==> src/rtl/pipe_scroller.sv <==
// Pipe motion controller: scrolls two pipes left once per frame, recycles each
// to the right edge with a pseudo-random gap, counts passed pipes and freezes
// on collision. All outputs change only in the cycle after frame_tick.
//
// state | meaning
// ------+--------------------------------------------------------------
// IDLE  | pipes held at their start positions, waiting for start
// RUN   | pipes scroll on every frame_tick, scoring active
// DEAD  | everything frozen after a collision, start returns to IDLE
module pipe_scroller #(
    parameter int          SCREEN_W   = 640,
    parameter int          PIPE_WIDTH = 40,
    parameter int          SPEED      = 2,
    parameter int          PIPE1_INIT = 300,
    parameter int          PIPE2_INIT = 550,
    parameter int          GAP1_INIT  = 180,
    parameter int          GAP2_INIT  = 240,
    parameter int          GAP_MIN    = 40,
    parameter int          BIRD_X     = 100,
    parameter logic [15:0] LFSR_SEED  = 16'hACE1
) (
    input  logic       clk,
    input  logic       rst_n,
    input  logic       frame_tick,
    input  logic       start,
    input  logic       collide,
    output logic [9:0] pipe1_x,
    output logic [9:0] pipe2_x,
    output logic [8:0] gap1_top,
    output logic [8:0] gap2_top,
    output logic [7:0] score,
    output logic       score_pulse,
    output logic       running
);

    typedef enum logic [1:0] {
        IDLE = 2'd0,
        RUN  = 2'd1,
        DEAD = 2'd2
    } state_t;

    localparam logic [9:0]  SCREEN_W_V = 10'(SCREEN_W);
    localparam logic [9:0]  SPEED_V    = 10'(SPEED);
    localparam logic [9:0]  P1_INIT_V  = 10'(PIPE1_INIT);
    localparam logic [9:0]  P2_INIT_V  = 10'(PIPE2_INIT);
    localparam logic [8:0]  G1_INIT_V  = 9'(GAP1_INIT);
    localparam logic [8:0]  G2_INIT_V  = 9'(GAP2_INIT);
    localparam logic [8:0]  GAP_MIN_V  = 9'(GAP_MIN);
    localparam logic [10:0] WIDTH_V    = 11'(PIPE_WIDTH);
    localparam logic [10:0] BIRD_X_V   = 11'(BIRD_X);

    state_t      state, next_state;
    logic [15:0] lfsr;

    logic        move;
    logic        reload;
    logic        p1_wrap, p2_wrap;
    logic [9:0]  p1_next, p2_next;
    logic        p1_score, p2_score;
    logic [8:0]  score_sum;
    logic [7:0]  score_next;

    // Free-running Galois LFSR, taps 16,14,13,11.
    always_ff @(posedge clk or negedge rst_n) begin
        if (!rst_n) begin
            lfsr <= LFSR_SEED;
        end else begin
            lfsr <= {1'b0, lfsr[15:1]} ^ (lfsr[0] ? 16'hB400 : 16'h0000);
        end
    end

    // State register.
    always_ff @(posedge clk or negedge rst_n) begin
        if (!rst_n) begin
            state <= IDLE;
        end else begin
            state <= next_state;
        end
    end

    // Next-state logic; collide takes priority over start and frame_tick in RUN.
    always_comb begin
        next_state = state;
        case (state)
            IDLE:    if (start)   next_state = RUN;
            RUN:     if (collide) next_state = DEAD;
            DEAD:    if (start)   next_state = IDLE;
            default: next_state = IDLE;
        endcase
    end

    // Candidate pipe positions and pass detection for the current frame.
    always_comb begin
        move    = (state == RUN) && frame_tick && !collide;
        reload  = (state == DEAD) && start;
        p1_wrap = pipe1_x < SPEED_V;
        p2_wrap = pipe2_x < SPEED_V;
        p1_next = p1_wrap ? SCREEN_W_V : pipe1_x - SPEED_V;
        p2_next = p2_wrap ? SCREEN_W_V : pipe2_x - SPEED_V;
        // A recycled pipe jumps right, so it can never cross the bird here.
        p1_score = !p1_wrap
                   && (({1'b0, pipe1_x} + WIDTH_V) > BIRD_X_V)
                   && (({1'b0, p1_next} + WIDTH_V) <= BIRD_X_V);
        p2_score = !p2_wrap
                   && (({1'b0, pipe2_x} + WIDTH_V) > BIRD_X_V)
                   && (({1'b0, p2_next} + WIDTH_V) <= BIRD_X_V);
        score_sum  = {1'b0, score} + {7'd0, p1_score} + {7'd0, p2_score};
        score_next = score_sum[8] ? 8'hFF : score_sum[7:0];
    end

    // Pipe, gap and score registers.
    always_ff @(posedge clk or negedge rst_n) begin
        if (!rst_n) begin
            pipe1_x     <= P1_INIT_V;
            pipe2_x     <= P2_INIT_V;
            gap1_top    <= G1_INIT_V;
            gap2_top    <= G2_INIT_V;
            score       <= 8'd0;
            score_pulse <= 1'b0;
        end else begin
            score_pulse <= 1'b0;
            if (reload) begin
                pipe1_x  <= P1_INIT_V;
                pipe2_x  <= P2_INIT_V;
                gap1_top <= G1_INIT_V;
                gap2_top <= G2_INIT_V;
                score    <= 8'd0;
            end else if (move) begin
                pipe1_x     <= p1_next;
                pipe2_x     <= p2_next;
                if (p1_wrap) gap1_top <= GAP_MIN_V + {1'b0, lfsr[7:0]};
                if (p2_wrap) gap2_top <= GAP_MIN_V + {1'b0, lfsr[15:8]};
                score       <= score_next;
                score_pulse <= p1_score || p2_score;
            end
        end
    end

    assign running = (state == RUN);

endmodule

==> config.mk <==
export PLATFORM = sky130hd
export DESIGN_NAME = pipe_scroller
export DESIGN_NICKNAME = d
export VERILOG_FILES = /design/src/rtl/pipe_scroller.sv
export SDC_FILE = /design/constraint.sdc
export NUM_CORES = 1
export LEC_CHECK = 0
export BUFFER_PORTS_ARGS = -buffer_cell sky130_fd_sc_hd__buf_4
export CAP_MARGIN = 5
export CORE_MARGIN = 1
export CORE_UTILIZATION = 35
export DETAILED_ROUTE_END_ITERATION = 10
export PLACE_DENSITY = 0.56
export SLEW_MARGIN = 0
export SYNTH_ARGS = -nofsm -noshare
export SYNTH_HDL_FRONTEND = slang
export SYNTH_SLANG_ARGS = --single-unit
==> constraint.sdc <==
create_clock -name clk -period 3.67 [get_ports clk]
set_input_delay 0.1835 -clock clk [delete_from_list [all_inputs] [get_ports clk]]
set_output_delay 0.1835 -clock clk [all_outputs]
set_load 0.02 [all_outputs]
==> results.md <==
- Share of layout cells above drive strength 1: 32.6%
- Die Y: 104 um
- Hold Fails Final Rpt: 0
- Fin crit period: 3600 ps
- Final period util: 98.1%
- Mux share of post-synthesis cell area: 0%
- Synth warn: 0
- Via/cell ratio: 5.36
- Tot Pwr: 3.50 mW
- Worst R2R End: score[3]$_DFFE_PN0P_
- Antenna fix cells: 0
- Core area: 9950 um^2
- Worst setup SP type: flop
- Post-synth top flop: dfrtp_1
- CTS Buf Count: 9
- Area occupied by multi-input gates: 1970 um^2
- Syn Inst Count: 409
- Via Count: 3305
- Final Max Slew Viols: 0
- Compound-Gate Fraction of Synth Area: 18.6%
- Hold_sp: collide
- H-tree Lvls: 3
- FMAX: 278 MHz
- Peak VDD IR: 0.334 mV
- Asr flop ratio synth: 100%
- Width of the die: 104 um
- HPWL after DPL: 6510 um
- Maximum root-to-sink buffer count: 2
- Root buf cell: clkbuf_8
- Gr ovfl total: 0
- HP Class: input pin to flop
- Leak Pwr: 2.08 nW
- Nets: 500
- Initial antenna violation count: 0
- Layout area overhead: 30.0%
- Detailed Routing Iterations Pass 1: 4
- Maxcap violations: 0
- Main combinational cell family by area after synthesis: simple AND/OR/NAND/NOR gates
- Syn_nets: 430
- FF-to-FF Start: pipe1_x[4]$_DFFE_PN0P_
- CP required: 3890 ps
- Die footprint: 10800 um^2
- Synth Area in Simple Gates: 21.8%
- Clock skew: 12.2 ps
- Finish-stage setup viols: 0
- Synthesized area: 3650 um^2
- Post-Syn Area per Cell: 8.92 um^2
- PortBufs: 52
- Number of DRC markers in iteration 0: 183
- Tightest Pin Transition: 862 ps
- Number of nets with antenna violations after routing: 0
- Worst Reg-to-Reg Cells: 15
- Status: complete, no violations
- Pwr per Cell Area: 738 nW/um^2
- First-pass GRT wire length: 15700 um
- Crit path DAT: 3820 ps
- CP endpoint kind: flop
- Clk slew on worst S/H paths: 90 ps
- FF+latch count, synth: 65
- Sequential area share after synthesis: 45.4%
- Reg2Reg Setup Slack: 70 ps
- EDFF count, synth: 0
- GRT Util Overall: 18.2%
- Largest net degree at the start of global routing: 66
- RSZ-0062 raised after global routing: true
- Vias in the first global route: 3087
- Slew headroom: 42.5%
- Final hold slack: 133 ps
- Netlist cell types: 56
- IO Count: 53
- FP Rows: 36
- Post-synthesis xor/xnor area fraction: 3.60%
- CTS tree: built
- Sequential cell area: 1660 um^2
- WHS Endpoint: state[1]$_DFFE_PN0P_
- Wire length per cell: 15.7 um
- Hold path cells: 3
- Initial Util: 36.7%
- Drc violations: 0
- Post-synthesis adder-cell area fraction: 5.69%
- Fill cells: 976
- Detailed Route WL: 9670 um
- Setup CP Type: flop to flop
- TritonCTS Sinks: 65
- Maximum fanout along the worst path: 7
- GP Congestion: 0.826
- Later-pin clock latency in the skew report: 340 ps
==> sequential cells by signal, summed over array words and instances, names as in the netlist <==
name	flops
lfsr	16
pipe1_x	10
pipe2_x	10
gap1_top	9
gap2_top	9
score	8
state	2
score_pulse	1
==> stage by stage <==
step	worst slack, ps	util [%]	TNS, ps	area (um^2)	cells
after CTS	0.493	46.6	0	4640	614
after global routing	-77.0	47.6	-270	4740	617
after global placement	61.2	44.2	0	4400	596
final	69.5	47.6	0	4740	617
after floorplan	-213	-	-891	3750	409
after detailed placement	-27.9	44.2	-27.9	4400	596
==> logic make-up (layout without fill, tap and decap cells) <==
logic type	Yosys count	count (layout)
and+or+nand+nor	159	159
buffers and inverters	43	118
adders and majority gates	16	16
xor gates and xnor gates	15	15
AOI/OAI and AO/OA	111	111
DFF	65	65
==> worst max path at each step <==
| stage | start | slack [ps] | cells past startpoint | end |
|---|---|---|---|---|
| floorplan | pipe1_x[1]$_DFFE_PN0P_ | -210 | 18 | score[5]$_DFFE_PN0P_ |
| detailed placement | pipe1_x[2]$_DFFE_PN1P_ | -30 | 17 | score[3]$_DFFE_PN0P_ |
| CTS | pipe1_x[1]$_DFFE_PN0P_ | 0.5 | 16 | score[5]$_DFFE_PN0P_ |
| global route | pipe1_x[4]$_DFFE_PN0P_ | -80 | 16 | score[5]$_DFFE_PN0P_ |
| global placement | pipe1_x[2]$_DFFE_PN1P_ | 60 | 17 | score[7]$_DFFE_PN0P_ |
| finish | pipe1_x[4]$_DFFE_PN0P_ | 70 | 15 | score[3]$_DFFE_PN0P_ |
==> critical path: stages (launching register included) <==
cell and delay, ps:
dfrtp_2 410, or4_4 550, buf_6 160, a21oi_4 210
ha_4 150, or4b_1 420, a32o_2 240, a31oi_2 150
a211oi_2 80, fa_2 380, ha_4 180, nand3_4 90
nor2_4 50, and3_4 190, o21ai_1 140, a21oi_1 80
==> synthesized netlist by cell type (all sizes together) (3+ instances only) <==
| master | number | share of area, % |
|---|---|---|
| xnor2 | 5 | 1.2 |
| and3 | 4 | 0.69 |
| dfstp | 24 | 17 |
| clkbuf | 24 | 2.5 |
| o31ai | 5 | 1.0 |
| nand4 | 5 | 0.86 |
| o21ai | 42 | 5.8 |
| nor3 | 21 | 2.9 |
| and3b | 3 | 0.72 |
| dfrtp | 41 | 28 |
| nor2b | 5 | 0.86 |
| a211oi | 6 | 1.4 |
| nand3 | 13 | 1.8 |
| nor2 | 38 | 3.9 |
| inv | 14 | 1.4 |
| a31oi | 3 | 0.51 |
| ha | 15 | 5.1 |
| or4 | 4 | 0.93 |
| nand2b | 5 | 0.86 |
| buf | 5 | 0.99 |
| xor2 | 10 | 2.4 |
| a21oi | 32 | 4.4 |
| nand2 | 40 | 4.1 |
| nor4 | 5 | 0.86 |
| or3 | 5 | 0.86 |
==> cell type report <==
| cell class | count | share of cell area [%] |
|---|---|---|
| Multi-Input combinational cell | 301 | 41.5 |
| Sequential cell | 65 | 35.0 |
| Timing Repair Buffer | 88 | 14.1 |
| Tap cell | 133 | 3.51 |
| Clock buffer | 10 | 2.90 |
| Clock inverter | 6 | 1.90 |
| Inverter | 14 | 1.11 |
==> power by group <==
group,internal [mW],switching (mW),leakage [nW],total [mW]
logic,0.748,0.959,1.15,1.71
registers,0.924,0.169,0.811,1.09
clock network,0.403,0.297,0.113,0.700
==> cell usage in the layout (no fill, tap or decap), types with 4 or more instances in the layout <==
cell / n
buf_4: 85
nand2_1: 40
dfrtp_1: 39
o21ai_0: 35
nor2_1: 34
a21oi_1: 31
dfstp_2: 24
nor3_1: 18
inv_1: 14
nand3_1: 12
xor2_1: 10
ha_1: 10
clkbuf_8: 10
o21ai_1: 6
nand2b_1: 5
nor4_1: 5
nand4_1: 5
nor2b_1: 5
xnor2_1: 5
o31ai_1: 5
or3_1: 4
a211oi_1: 4
ha_4: 4
==> per-layer routing <==
layer  up-vias  routed length [um]  global-route usage, %
met3        10                 502                   3.32
met1      1613                4500                   25.0
met4         0                 110                   6.22
li1       1599                   -                      -
met2        83                4560                   28.9
met5         -                   0                      0
==> repair_timing <==
action	4_1_cts	5_1_grt
setup endpoints to repair	3	8
pin swaps	0	14
cloned	0	0
hold buffers	1	0
setup buffers	1	3
endpoints found under the hold margin	41	0
resized for setup	0	21
No activity file was read; power rests on OpenSTA's default activity.
